===== src/rtl/fifo_word_packer_if.sv =====
// Handshake bundle for the word packer: afifo read port on one side,
// valid/ready word stream on the other.
interface fifo_word_packer_if #(
    parameter int DW    = 8,
    parameter int BYTES = 4
);
    logic                  fifo_empty;
    logic                  fifo_read;
    logic [DW-1:0]         fifo_rdata;
    logic [DW*BYTES-1:0]   out_data;
    logic [BYTES-1:0]      out_keep;
    logic                  out_valid;
    logic                  out_ready;

    modport master (
        input  fifo_empty, fifo_rdata, out_ready,
        output fifo_read, out_data, out_keep, out_valid
    );

    modport slave (
        output fifo_empty, fifo_rdata, out_ready,
        input  fifo_read, out_data, out_keep, out_valid
    );
endinterface


===== src/rtl/fifo_word_packer.sv =====
// Pops bytes from the afifo read port and packs them little-endian into
// words; a partial word is flushed with a keep mask after an idle timeout.
module fifo_word_packer #(
    parameter int DW      = 8,
    parameter int BYTES   = 4,
    parameter int TIMEOUT = 16
) (
    input logic                clk,
    input logic                rst,
    fifo_word_packer_if.master bus
);
    localparam int CW = $clog2(BYTES + 1);
    localparam int TW = (TIMEOUT > 0) ? $clog2(TIMEOUT + 1) : 1;
    localparam logic [CW-1:0] FULL = CW'(BYTES);
    localparam logic [CW-1:0] LAST = CW'(BYTES - 1);
    localparam logic [CW:0]   LIM  = (CW+1)'(BYTES);
    localparam logic [TW-1:0] TMAX = TW'(TIMEOUT);

    logic [CW-1:0]            count;
    logic                     inflight;
    logic [TW-1:0]            tcnt;
    logic [BYTES-1:0][DW-1:0] slots;
    logic [BYTES-1:0][DW-1:0] word_d;
    logic [BYTES-1:0]         keep_d;
    logic [CW:0]              pending;
    logic out_free, capture, full, last_cap, stall, idle, flush, load_full, load;

    always_comb begin
        out_free  = !bus.out_valid || bus.out_ready;
        capture   = inflight;
        full      = (count == FULL);
        last_cap  = capture && (count == LAST);
        stall     = (full || last_cap) && bus.out_valid && !bus.out_ready;
        pending   = {1'b0, count} + {{CW{1'b0}}, inflight};
        idle      = (count != '0) && !inflight && bus.fifo_empty;
        load_full = (full || last_cap) && out_free;
        // A flush needs no byte in flight, so it can never race a capture.
        flush     = (TIMEOUT != 0) && (tcnt == TMAX) && (count != '0) &&
                    !inflight && !full && out_free;
        load      = load_full || flush;
        bus.fifo_read = rst && !bus.fifo_empty && (pending < LIM) && !stall;
    end

    // Unused slots of a partial word go out as zero, not stale data.
    always_comb begin
        word_d = '0;
        keep_d = '0;
        for (int i = 0; i < BYTES; i++) begin
            keep_d[i] = load_full || (count > CW'(i));
            word_d[i] = keep_d[i] ? slots[i] : '0;
        end
        if (last_cap) word_d[BYTES-1] = bus.fifo_rdata;
    end

    always_ff @(posedge clk or negedge rst) begin
        if (!rst) begin
            count    <= '0;
            inflight <= 1'b0;
            tcnt     <= '0;
            slots    <= '0;
        end else begin
            inflight <= bus.fifo_read;
            for (int i = 0; i < BYTES; i++)
                if (capture && count == CW'(i)) slots[i] <= bus.fifo_rdata;
            if (load)         count <= '0;
            else if (capture) count <= count + 1'b1;
            if (capture || load)              tcnt <= '0;
            else if (idle && tcnt != TMAX)    tcnt <= tcnt + 1'b1;
        end
    end

    always_ff @(posedge clk or negedge rst) begin
        if (!rst) begin
            bus.out_valid <= 1'b0;
            bus.out_data  <= '0;
            bus.out_keep  <= '0;
        end else if (load) begin
            bus.out_valid <= 1'b1;
            bus.out_data  <= word_d;
            bus.out_keep  <= keep_d;
        end else if (bus.out_ready) begin
            bus.out_valid <= 1'b0;
        end
    end
endmodule


===== src/flat_wrapper.sv =====
// flat-port wrapper written by rule: the top's interface ports become plain ports
module fifo_word_packer_flat 
#(
    parameter int DW      = 8,
    parameter int BYTES   = 4,
    parameter int TIMEOUT = 16
)
  (clk, rst, bus_fifo_empty, bus_fifo_rdata, bus_out_ready, bus_fifo_read, bus_out_data, bus_out_keep, bus_out_valid);
  fifo_word_packer_if #(.DW(DW), .BYTES(BYTES)) bus_i ();
  input logic clk;
  input logic rst;
  input wire logic [$bits(bus_i.fifo_empty)-1:0] bus_fifo_empty;
  input wire logic [$bits(bus_i.fifo_rdata)-1:0] bus_fifo_rdata;
  input wire logic [$bits(bus_i.out_ready)-1:0] bus_out_ready;
  output wire logic [$bits(bus_i.fifo_read)-1:0] bus_fifo_read;
  output wire logic [$bits(bus_i.out_data)-1:0] bus_out_data;
  output wire logic [$bits(bus_i.out_keep)-1:0] bus_out_keep;
  output wire logic [$bits(bus_i.out_valid)-1:0] bus_out_valid;
  assign bus_i.fifo_empty = bus_fifo_empty;
  assign bus_i.fifo_rdata = bus_fifo_rdata;
  assign bus_i.out_ready = bus_out_ready;
  assign bus_fifo_read = bus_i.fifo_read;
  assign bus_out_data = bus_i.out_data;
  assign bus_out_keep = bus_i.out_keep;
  assign bus_out_valid = bus_i.out_valid;
  fifo_word_packer #(.DW(DW), .BYTES(BYTES), .TIMEOUT(TIMEOUT)) u_core (.clk(clk), .rst(rst), .bus(bus_i));
endmodule

===== config.mk =====
export PLATFORM = sky130hd
export DESIGN_NAME = fifo_word_packer_flat
export DESIGN_NICKNAME = d
export VERILOG_FILES = /design/src/rtl/fifo_word_packer_if.sv /design/src/rtl/fifo_word_packer.sv /design/src/flat_wrapper.sv
export SDC_FILE = /design/constraint.sdc
export NUM_CORES = 1
export LEC_CHECK = 0
export ABC_AREA = 1
export CAP_MARGIN = 10
export CELL_PAD_IN_SITES_DETAIL_PLACEMENT = 1
export CELL_PAD_IN_SITES_GLOBAL_PLACEMENT = 2
export CORE_AREA = 2 2 99 111
export CTS_CLUSTER_DIAMETER = 50
export DETAILED_ROUTE_END_ITERATION = 16
export DIE_AREA = 0 0 101 113
export PLACE_DENSITY = 0.8
export SETUP_SLACK_MARGIN = 0.05
export SLEW_MARGIN = 15
export SYNTH_ARGS = -nofsm -noshare
export SYNTH_HDL_FRONTEND = slang
export SYNTH_SLANG_ARGS = --single-unit

===== constraint.sdc =====
create_clock -name clk -period 2.28 [get_ports clk]
set_input_delay 0.342 -clock clk [delete_from_list [all_inputs] [get_ports clk]]
set_output_delay 0.342 -clock clk [all_outputs]
set_load 0.02 [all_outputs]

==> flow_summary.toml <==
[status]
outcome = "finished, final reports clean"

[power]
max-vdd-ir-drop_mv = 0.4210
power.share.switching = 0.3782
share_seq_of_total_power = 0.379
internal_power_uw = 3755
cellPowerDensity_mw_per_mm2 = 1419
power.switching_uw = 2284
p_leak_uw = 0.002176
power.share.combinational = 0.397
clock_power_share = 0.224

[place]
routabilityCongestion = 0.7372
dp_hpwl_mm = 5.645
io_buffer_count = 49
placedInstanceArea_mm2 = 0.003976

[floorplan]
total_die_area_mm2 = 0.01141
rows = 39
initial_core_util = 0.3253
die_width_um = 101
num_io_pins = 50
die-height_um = 113
coreArea_mm2 = 0.01025

[global_routing]
maximum_number_of_pins_on_one_net_before_global_route_repair = 79
first_global_vias = 2822
grt_overflow_total = 0
antenna_violations_before_repair = 0
globalRouteTotalUtil = 0.1552
grt_pass1_wl_mm = 13.83

[cells_and_area]
final_core_util = 0.4153
finalInstanceArea_mm2 = 0.004255
finalNetCount = 451
layout_overhead_on_the_synthesized_area_pct = 27.67
layout.cells.most_common = "sky130_fd_sc_hd__nand2_1"
layout_common_cells = "sky130_fd_sc_hd__nand2_1 (161), sky130_fd_sc_hd__dfrtp_1 (78), sky130_fd_sc_hd__clkdlybuf4s50_1 (47), sky130_fd_sc_hd__nand3_1 (27), sky130_fd_sc_hd__o21ai_0 (24)"
post_route_cells_drive_above_1_share = 0.1121
insertedDiodeCount = 0
layout.filler_cells = 1208
seqCellArea_mm2 = 0.001952
multi_input_area_mm2 = 0.001172

[timing]
setup_total_negative_slack_ns = 0
number_of_hold_violations_in_the_final_report = 0
finalMaxSlewViolations = 0
maximum_clock_skew_at_final_layout_ns = 0.005824
fin_crit_sh = 0.9111
max-slew-margin-rel = 0.3337
setup_viol = 0
post-route-min-period_ns = 2.077
max_clock_freq_mhz = 481.4
worst-slew-pin-transition_ns = 0.9994
setup_repair_after_global_routing_missed_its_margin = "false"

[setup_path]
critical_path.max_fanout = 2
critical_path_startpoint_category = "flop"
timing.setup.critical_path_class = "flop to output pin"
timing.reg2reg.setup_slack_ns = 0.23
critPathArrivalTime_ns = 1.74
rr_endpoint = "u_core.bus.out_data[2]$_DFFE_PN0P_"
critical_path.endpoint_type = "output pin"
worst-r2r-cell-count = 12
r2r-start = "u_core.count[0]$_DFFE_PN0P_"
worstPathRequired_ns = 1.94

[detailed_routing]
drt_first_iter_violations = 63
drc = 0
wl_mm = 8.014
route.antenna.remaining_nets = 0
avgRoutedWirePerCell_um = 14.31
vias_per_cell = 4.648
vias = 2603
detailed_routing_iterations_pass_1 = 4

[synthesis]
yosys_warnings = 0
postSynthNetCount = 389
synthesis.instances = 370
synth_area_mm2 = 0.003333
avgSynthCellArea_um2 = 9.009
yosysSeqAreaShare = 0.5856
postSynthRegisterBits = 78
yosys.cell_types.count = 29

[clock_tree]
tritoncts.num_buffers = 9
clock_insertion_delay_worst_skew_ns = 0.33
cts.sinks = 78
tritoncts = "built"
clock_tree.htree_level_count = 3
max-clock-path-buffers = 2
clk_pin_slew_ns = 0.06
post-cts-setup-buffers = 0
root_buffer = "sky130_fd_sc_hd__clkbuf_16"

[min_path]
worst_hold_path_type = "input port to async pin"

[flow_run]
max-cap-violations = 0
## routing by layer
layer,routed length [um],up-vias,GRT usage
met5,0,-,0
met4,117,0,0.06486
met3,232,10,0.02471
met2,3781,45,0.2427
li1,-,1290,-
met1,3881,1258,0.2145
## worst max-delay path by stage
stage,slack [ns],cells after the start,from,endpoint
2_1_floorplan,0.34,5,u_core.count[0]$_DFFE_PN0P_,bus_fifo_read
3_3_place_gp,0.12,6,u_core.count[0]$_DFFE_PN0P_,bus_fifo_read
3_5_place_dp,0.09,6,u_core.count[0]$_DFFE_PN0P_,bus_fifo_read
4_1_cts,0.08,6,u_core.count[0]$_DFFE_PN0P_,bus_fifo_read
5_1_grt,0.07,11,u_core.count[0]$_DFFE_PN0P_,u_core.count[0]$_DFFE_PN0P_
6_report,0.20,6,u_core.count[0]$_DFFE_PN0P_,bus_fifo_read
## through the flow
stage / total power, uW / hold WS, ns / setup slack [ns] / std cells
finish: 6039 / 0.2570 / 0.2027 / 560
global route: 6511 / 0.3280 / 0.07026 / 560
CTS: 6136 / 0.3040 / 0.07576 / 560
detailed placement: 4741 / 0.4560 / 0.09409 / 544
global placement: 4645 / 0.4546 / 0.1230 / 544
floorplan: 3778 / 0.04641 / 0.3407 / 370
## power by group through the flow
| stage | clock network (uW) | logic, uW | registers [uW] |
|---|---|---|---|
| after floorplan | 0 | 1210 | 2560 |
| after global placement | 0 | 2350 | 2300 |
| after detailed placement | 0 | 2430 | 2310 |
| after CTS | 1400 | 2440 | 2300 |
| after global routing | 1450 | 2690 | 2370 |
| final | 1350 | 2390 | 2290 |
## cell families (layout without fill, tap and decap cells)
| logic type | after synthesis | after routing | share of synthesized area |
|---|---|---|---|
| buffers and inverters | 39 | 106 | 0.06268 |
| flip-flops | 78 | 78 | 0.5856 |
| adder cells (fa/ha/maj) | 7 | 7 | 0.02628 |
| AO/OA/AOI/OAI | 38 | 38 | 0.06232 |
| AND/OR/NAND/NOR | 208 | 208 | 0.2631 |
## timing repair
action | in CTS | in global routing
hold buffers | 0 | 0
setup endpoints to repair | 1 | 1
pin swaps | 0 | 0
gates resized for setup | 4 | 1
## cell usage after synthesis
| master | count | area [um^2] |
|---|---|---|
| sky130_fd_sc_hd__nor3_2 | 1 | 10.01 |
| sky130_fd_sc_hd__nand3_1 | 27 | 135.1 |
| sky130_fd_sc_hd__nand4_1 | 3 | 18.77 |
| sky130_fd_sc_hd__clkinv_1 | 1 | 3.750 |
| sky130_fd_sc_hd__nand2_1 | 161 | 604.3 |
| sky130_fd_sc_hd__nand3b_1 | 1 | 7.510 |
| sky130_fd_sc_hd__nand2_8 | 1 | 20.02 |
| sky130_fd_sc_hd__a31oi_1 | 1 | 6.260 |
| sky130_fd_sc_hd__or2_2 | 1 | 6.260 |
| sky130_fd_sc_hd__inv_2 | 4 | 15.01 |
| sky130_fd_sc_hd__a21oi_1 | 4 | 20.02 |
| sky130_fd_sc_hd__nor2_4 | 1 | 11.26 |
| sky130_fd_sc_hd__clkbuf_2 | 1 | 5.000 |
| sky130_fd_sc_hd__buf_6 | 8 | 90.09 |
| sky130_fd_sc_hd__o21ai_2 | 3 | 26.28 |
| sky130_fd_sc_hd__nor3_1 | 1 | 5.000 |
| sky130_fd_sc_hd__inv_1 | 21 | 78.83 |
| sky130_fd_sc_hd__ha_1 | 7 | 87.58 |
| sky130_fd_sc_hd__nor2_1 | 6 | 22.52 |
| sky130_fd_sc_hd__dfrtp_1 | 78 | 1952 |
| sky130_fd_sc_hd__clkbuf_1 | 3 | 11.26 |
| sky130_fd_sc_hd__o211ai_1 | 1 | 7.510 |
| sky130_fd_sc_hd__nand2_4 | 1 | 11.26 |
| sky130_fd_sc_hd__nand2_2 | 2 | 12.51 |
| sky130_fd_sc_hd__o21ai_1 | 4 | 20.02 |
| sky130_fd_sc_hd__a21o_1 | 1 | 7.510 |
| sky130_fd_sc_hd__o21ai_0 | 24 | 120.1 |
| sky130_fd_sc_hd__buf_2 | 1 | 5.000 |
| sky130_fd_sc_hd__nor2_2 | 2 | 12.51 |
## cell type report
cell class | instances | area share
multi-input combinational | 253 | 0.2755
clock inverter | 6 | 0.01059
tap | 123 | 0.03617
sequential | 78 | 0.4587
clock buffer | 10 | 0.05616
inverter | 26 | 0.02293
timing repair buffer | 64 | 0.1400
## registers in the layout, indices dropped and copies added, names as in the netlist
register / cells
u_core.slots: 32
u_core.tcnt: 5
u_core.count: 3
u_core.capture: 1
u_core.bus.out_data: 32
u_core.bus.out_keep: 4
u_core.bus.out_valid: 1
## critical path: stages (launching register included)
cell and delay (ns):
sky130_fd_sc_hd__dfrtp_1 0.38, sky130_fd_sc_hd__ha_1 0.20, sky130_fd_sc_hd__ha_1 0.26, sky130_fd_sc_hd__nand2_8 0.10, sky130_fd_sc_hd__clkinv_1 0.08, sky130_fd_sc_hd__a31oi_1 0.19, sky130_fd_sc_hd__buf_2 0.19
Power figures use the tool's default switching activity.
